<file path="src/rtl/johnson_counter_n.sv">
`default_nettype none
// ============================================================================
// Module   : johnson_counter_n
// Brief    : Parametrised Johnson (twisted-ring) counter, WIDTH flops,
//            2*WIDTH phases. Count enable, up/down, synchronous phase load,
//            binary phase output, wrap strobe and illegal-state recovery.
//            Optional one-hot phase decode on port DEC when the macro
//            JOHNSON_DECODE_EN is defined.
// Revision : 1.0 - initial release
// ============================================================================
module johnson_counter_n #(
    parameter int WIDTH = 2,
    parameter int INIT  = 0,
    localparam int PW   = $clog2(2*WIDTH)
) (
    input  logic             CLK,
    input  logic             RESET,
    input  logic             CE,
    input  logic             UP,
    input  logic             LOAD,
    input  logic [PW-1:0]    LOAD_PHASE,
    output logic [WIDTH-1:0] O,
    output logic [PW-1:0]    PHASE,
    output logic             WRAP,
    output logic             ERR
`ifdef JOHNSON_DECODE_EN
    ,
    output logic [2*WIDTH-1:0] DEC
`endif
);

    localparam int            c_NPH  = 2*WIDTH;
    localparam logic [PW-1:0] c_LAST = PW'(c_NPH - 1);
    localparam logic [PW-1:0] c_INIT = PW'(INIT);

    // Ring code of phase k: a run of ones growing from the LSB for k <= WIDTH,
    // then a run of zeros growing from the LSB for the second half-cycle.
    function automatic logic [WIDTH-1:0] f_encode(input int k);
        logic [WIDTH-1:0] v;
        v = '0;
        for (int i = 0; i < WIDTH; i++) begin
            if (k <= WIDTH) v[i] = (i < k);
            else            v[i] = (i >= k - WIDTH);
        end
        return v;
    endfunction

    localparam logic [WIDTH-1:0] c_INIT_O = f_encode(INIT);

    logic [WIDTH-1:0] r_o;
    logic [PW-1:0]    r_phase;
    logic             r_err;

    logic [WIDTH-1:0] w_o_nxt;
    logic [PW-1:0]    w_ph_nxt;
    logic             w_err_nxt;
    logic [WIDTH-2:0] w_edges;
    logic             w_illegal;
    logic [31:0]      w_lp32;
    logic             w_load_bad;

    // A valid Johnson code has at most one 0/1 boundary between adjacent bits.
    assign w_edges    = r_o[WIDTH-1:1] ^ r_o[WIDTH-2:0];
    assign w_illegal  = (w_edges & (w_edges - (WIDTH-1)'(1))) != '0;

    // Widened copy so the range test stays meaningful for every WIDTH.
    assign w_lp32     = 32'(LOAD_PHASE);
    assign w_load_bad = (w_lp32 >= 32'(c_NPH));

    // Next-state selection: recovery > load > count > hold (reset in the flop).
    always_comb begin
        w_o_nxt   = r_o;
        w_ph_nxt  = r_phase;
        w_err_nxt = 1'b0;
        if (w_illegal) begin
            w_o_nxt   = '0;
            w_ph_nxt  = '0;
            w_err_nxt = 1'b1;
        end else if (LOAD) begin
            if (w_load_bad) begin
                w_o_nxt   = '0;
                w_ph_nxt  = '0;
                w_err_nxt = 1'b1;
            end else begin
                w_o_nxt  = f_encode(int'(LOAD_PHASE));
                w_ph_nxt = LOAD_PHASE;
            end
        end else if (CE) begin
            if (UP) begin
                w_o_nxt  = {r_o[WIDTH-2:0], ~r_o[WIDTH-1]};
                w_ph_nxt = (r_phase == c_LAST) ? '0 : r_phase + PW'(1);
            end else begin
                w_o_nxt  = {~r_o[0], r_o[WIDTH-1:1]};
                w_ph_nxt = (r_phase == '0) ? c_LAST : r_phase - PW'(1);
            end
        end
    end

    // State registers with synchronous reset to the INIT phase.
    always_ff @(posedge CLK) begin
        if (RESET) begin
            r_o     <= c_INIT_O;
            r_phase <= c_INIT;
            r_err   <= 1'b0;
        end else begin
            r_o     <= w_o_nxt;
            r_phase <= w_ph_nxt;
            r_err   <= w_err_nxt;
        end
    end

    assign O     = r_o;
    assign PHASE = r_phase;
    assign ERR   = r_err;

    // Strobe for the cycle whose edge takes the phase across the 0 boundary.
    assign WRAP = CE & ~LOAD & ~RESET & (UP ? (r_phase == c_LAST) : (r_phase == '0));

`ifdef JOHNSON_DECODE_EN
    // Each decode bit looks at one adjacent bit pair only, so a single-bit
    // ring step can never produce a spurious pulse.
    genvar k;
    generate
        for (k = 0; k < 2*WIDTH; k++) begin : g_dec
            if (k == 0) begin : g_empty
                assign DEC[k] = ~r_o[WIDTH-1] & ~r_o[0];
            end else if (k < WIDTH) begin : g_rise
                assign DEC[k] = r_o[k-1] & ~r_o[k];
            end else if (k == WIDTH) begin : g_full
                assign DEC[k] = r_o[WIDTH-1] & r_o[0];
            end else begin : g_fall
                assign DEC[k] = ~r_o[k-WIDTH-1] & r_o[k-WIDTH];
            end
        end
    endgenerate
`endif

endmodule
`default_nettype wire

</file>
<file path="config.mk">
export PLATFORM = sky130hd
export DESIGN_NAME = johnson_counter_n
export DESIGN_NICKNAME = d
export VERILOG_FILES = /design/src/rtl/johnson_counter_n.sv
export SDC_FILE = /design/constraint.sdc
export NUM_CORES = 1
export LEC_CHECK = 0
export BUFFER_PORTS_ARGS = -buffer_cell sky130_fd_sc_hd__buf_2
export CAP_MARGIN = 20
export CORE_AREA = 2 2 39 41
export DETAILED_ROUTE_END_ITERATION = 10
export DIE_AREA = 0 0 41 43
export GPL_TIMING_DRIVEN = 0
export HOLD_SLACK_MARGIN = 0.05
export SLEW_MARGIN = 20
export SYNTH_ARGS = -nofsm -noshare
export SYNTH_HDL_FRONTEND = slang
export SYNTH_SLANG_ARGS = --single-unit
</file>
<file path="constraint.sdc">
create_clock -name CLK -period 1.7 [get_ports CLK]
set_clock_uncertainty 0.15 [all_clocks]
set_input_delay 0.17 -clock CLK [delete_from_list [all_inputs] [get_ports CLK]]
set_output_delay 0.17 -clock CLK [all_outputs]
set_load 0.02 [all_outputs]
</file>
==> results.tsv <==
stage	metric	value	unit
critical_path	crit_slowest_cell	dfxtp_2	
routing	vias	292	
critical_path	r2r_slack	310	ps
floorplan	ios	13	
min_path	min_to	PHASE[0]	
final_layout	layout_commonest_cell	buf_2	
yosys	syn-cell-area	299	µm²
final_layout	final_util	29.1	%
routing	drt_iter0_drc	6	
yosys	synth.distinct_cells	17	
critical_path	startpoint_type	register	
yosys	yosysTopAreaCellShare	26.8	%
clock_network	numCtsBuffers	3	
grt	use_met1	10.9	%
clock_network	clock_path_buffers	2	
grt	grt_busiest_layer	met2	
final_layout	layout_common_cells	10 x buf_2, 5 x a21oi_1, 5 x inv_1	
place	globalplace.congestion	0.717	
critical_path	worstPathBufferInverterCount	2	
final_layout	area_delta_synth_final	34.7	%
final_layout	fillers	152	
grt	grt_pass1_vias	268	
grt	grt_max_degree	9	
power_and_ir_drop	leakagePower	0.000193	µW
yosys	syn_inst	37	
timing	final-hold-violation-count	0	
critical_path	criticalPathCategory	register to output port	
clock_network	clkSinkCount	4	
grt	grt_pass1_wl	1.02	mm
critical_path	timing.rr.start	PHASE[0]	
critical_path	cp-end-kind	output port	
grt	met3_usage	5.24	%
critical_path	cp.required	1380	ps
routing	avgRoutedWirePerCell	9.72	µm
final_layout	drive_gt1_share	33.3	%
power_and_ir_drop	ir_worst_vdd	0.366	mV
critical_path	arrival	1290	ps
routing	via_per_inst	4.36	
final_layout	nets	63	
floorplan	core_area	0.00138	mm²
routing	ant_nets	0	
timing	slew_viol_final	0	
grt	grt.total_usage	8.83	%
critical_path	reg2reg_to	PHASE[1]	
floorplan	rows	14	
floorplan	dieHeight	43	µm
critical_path	cp_cell_sequence	inv_1, ha_1, nor2b_1, a21oi_1, nor3_1, buf_2	
critical_path	cp_top_family	flip-flops	
final_layout	n_antenna_cell	0	
yosys	yosys.area.top_type	dfxtp_1	
floorplan	die_area	0.00176	mm²
yosys	avgSynthCellArea	8.08	µm²
timing	setup_violations	0	
yosys	synth_nets	47	
routing	drc	0	
min_path	hold_class	input pin to register	
run_status	status	finished clean	
yosys	yosys-top-cells-area	dfxtp_1 27%, ha_1 13%, xnor2_1 8.8%, a21oi_1 8.4%, inv_1 6.3%	
routing	dr.pass1.iters	4	
timing	fin_crit_sh	94.4	%
job	cap_violations	0	
clock_network	ctsRootBufferMaster	clkbuf_4	
place	dp_hpwl	478	µm
grt	grt_overflow	0	
timing	finalCriticalPeriod	1610	ps
clock_network	cts_tree	yes	
place	port_buffers	10	
grt	antenna_found_initial	0	
clock_network	clkSlewWorstSetupHoldPaths	40	ps
clock_network	post-cts-setup-buffers	0	
min_path	holdPathStages	3	
grt	met2_usage	11.9	%
floorplan	initial_core_util	21.6	%
clock_network	cts-htree-levels	1	
critical_path	slowest_delay	330	ps
critical_path	crit_path_max_fanout	5	
routing	routed_wirelength	651	µm
yosys	yosysSeqAreaShare	26.8	%
timing	rsz0062_at_grt	no	
clock_network	insertion_delay	240	ps
power_and_ir_drop	powerDensity	782	mW/mm²
timing	fin_setup_tns	0	ps
yosys	yosys_warnings	0	
yosys	synth_seq_cells	4	
floorplan	dieWidth	41	µm
critical_path	worst_r2r_path_depth	5	
min_path	min_from	LOAD_PHASE[0]	
timing	fmax	0.623	GHz
## Yosys cell counts
library cell	instances
a221oi_1	1
nor2b_1	2
inv_1	5
ha_1	3
conb_1	1
xnor2_1	3
a211o_1	1
nand2b_1	1
a21oi_1	5
dfxtp_1	4
a211oi_1	1
nor2_1	1
nor3_1	3
nand2_1	3
buf_4	1
buf_6	1
a2111oi_2	1
## timing repair
item                                    CTS  global route
endpoints found under the setup margin    0             1
hold endpoints to repair                  3             0
hold buffers                              1             0
gates resized for setup                   0             1
## logic make-up after synthesis
kind of cell	after synthesis	share of synthesized area [%]
flops	4	26.8
buf+inv	7	12.6
compound gates	9	21.8
other cells	1	1.25
simple gates	10	16.3
xor+xnor	3	8.79
fa+ha+maj	3	12.6
## per-layer routing
layer | wire length (µm) | vias to the layer above
li1 | - | 153
met1 | 286 | 126
met2 | 287 | 13
met3 | 78 | 0
met4 | 0 | 0
met5 | 0 | -
## area by class of cell
type | count | area (µm²) | share of cell area (%)
multi-input combinational | 26 | 181 | 45.0
sequential | 4 | 81.3 | 20.2
timing repair buffer | 11 | 60.1 | 14.9
clock buffer | 3 | 22.5 | 5.59
tap | 16 | 20.0 | 4.97
buffer | 2 | 18.8 | 4.66
inverter | 5 | 18.8 | 4.66
## report_power, final
part           switching [µW]  total [µW]  internal, µW  leakage (µW)
registers                8.13         111           103     0.0000336
clock network            38.9         118          79.0     0.0000138
logic                    46.1        85.8          39.7      0.000145
## worst max-delay path by stage
stage | endpoint | slack (ps) | start | cells after the start
after floorplan | WRAP | 100 | PHASE[0] | 5
after global placement | PHASE[0] | 310 | PHASE[0] | 5
after detailed placement | WRAP | 310 | PHASE[0] | 6
after CTS | WRAP | 50 | PHASE[0] | 6
after global routing | WRAP | 5 | PHASE[0] | 6
final | WRAP | 90 | PHASE[0] | 6
## state kept, by name, summed over array words and instances, names as in the netlist
signal / count
PHASE: 2
O: 2
## stage by stage
step / power (µW) / std cells / cell area [µm²] / worst slack, ps / hold WS (ps)
2_1_floorplan: 170 / 37 / 299 / 98.1 / 89.1
3_3_place_gp: 196 / 63 / 369 / 310 / 269
3_5_place_dp: 196 / 63 / 369 / 308 / 266
4_1_cts: 321 / 67 / 402 / 47.7 / 61.0
5_1_grt: 337 / 67 / 403 / 4.97 / 65.6
6_report: 315 / 67 / 403 / 94.5 / 56.8
## tightest hold or removal path, stage by stage
cell       delay (ps)
buf_2             110
inv_1              60
a2111oi_2          50
(Power assumes the default switching activity.)
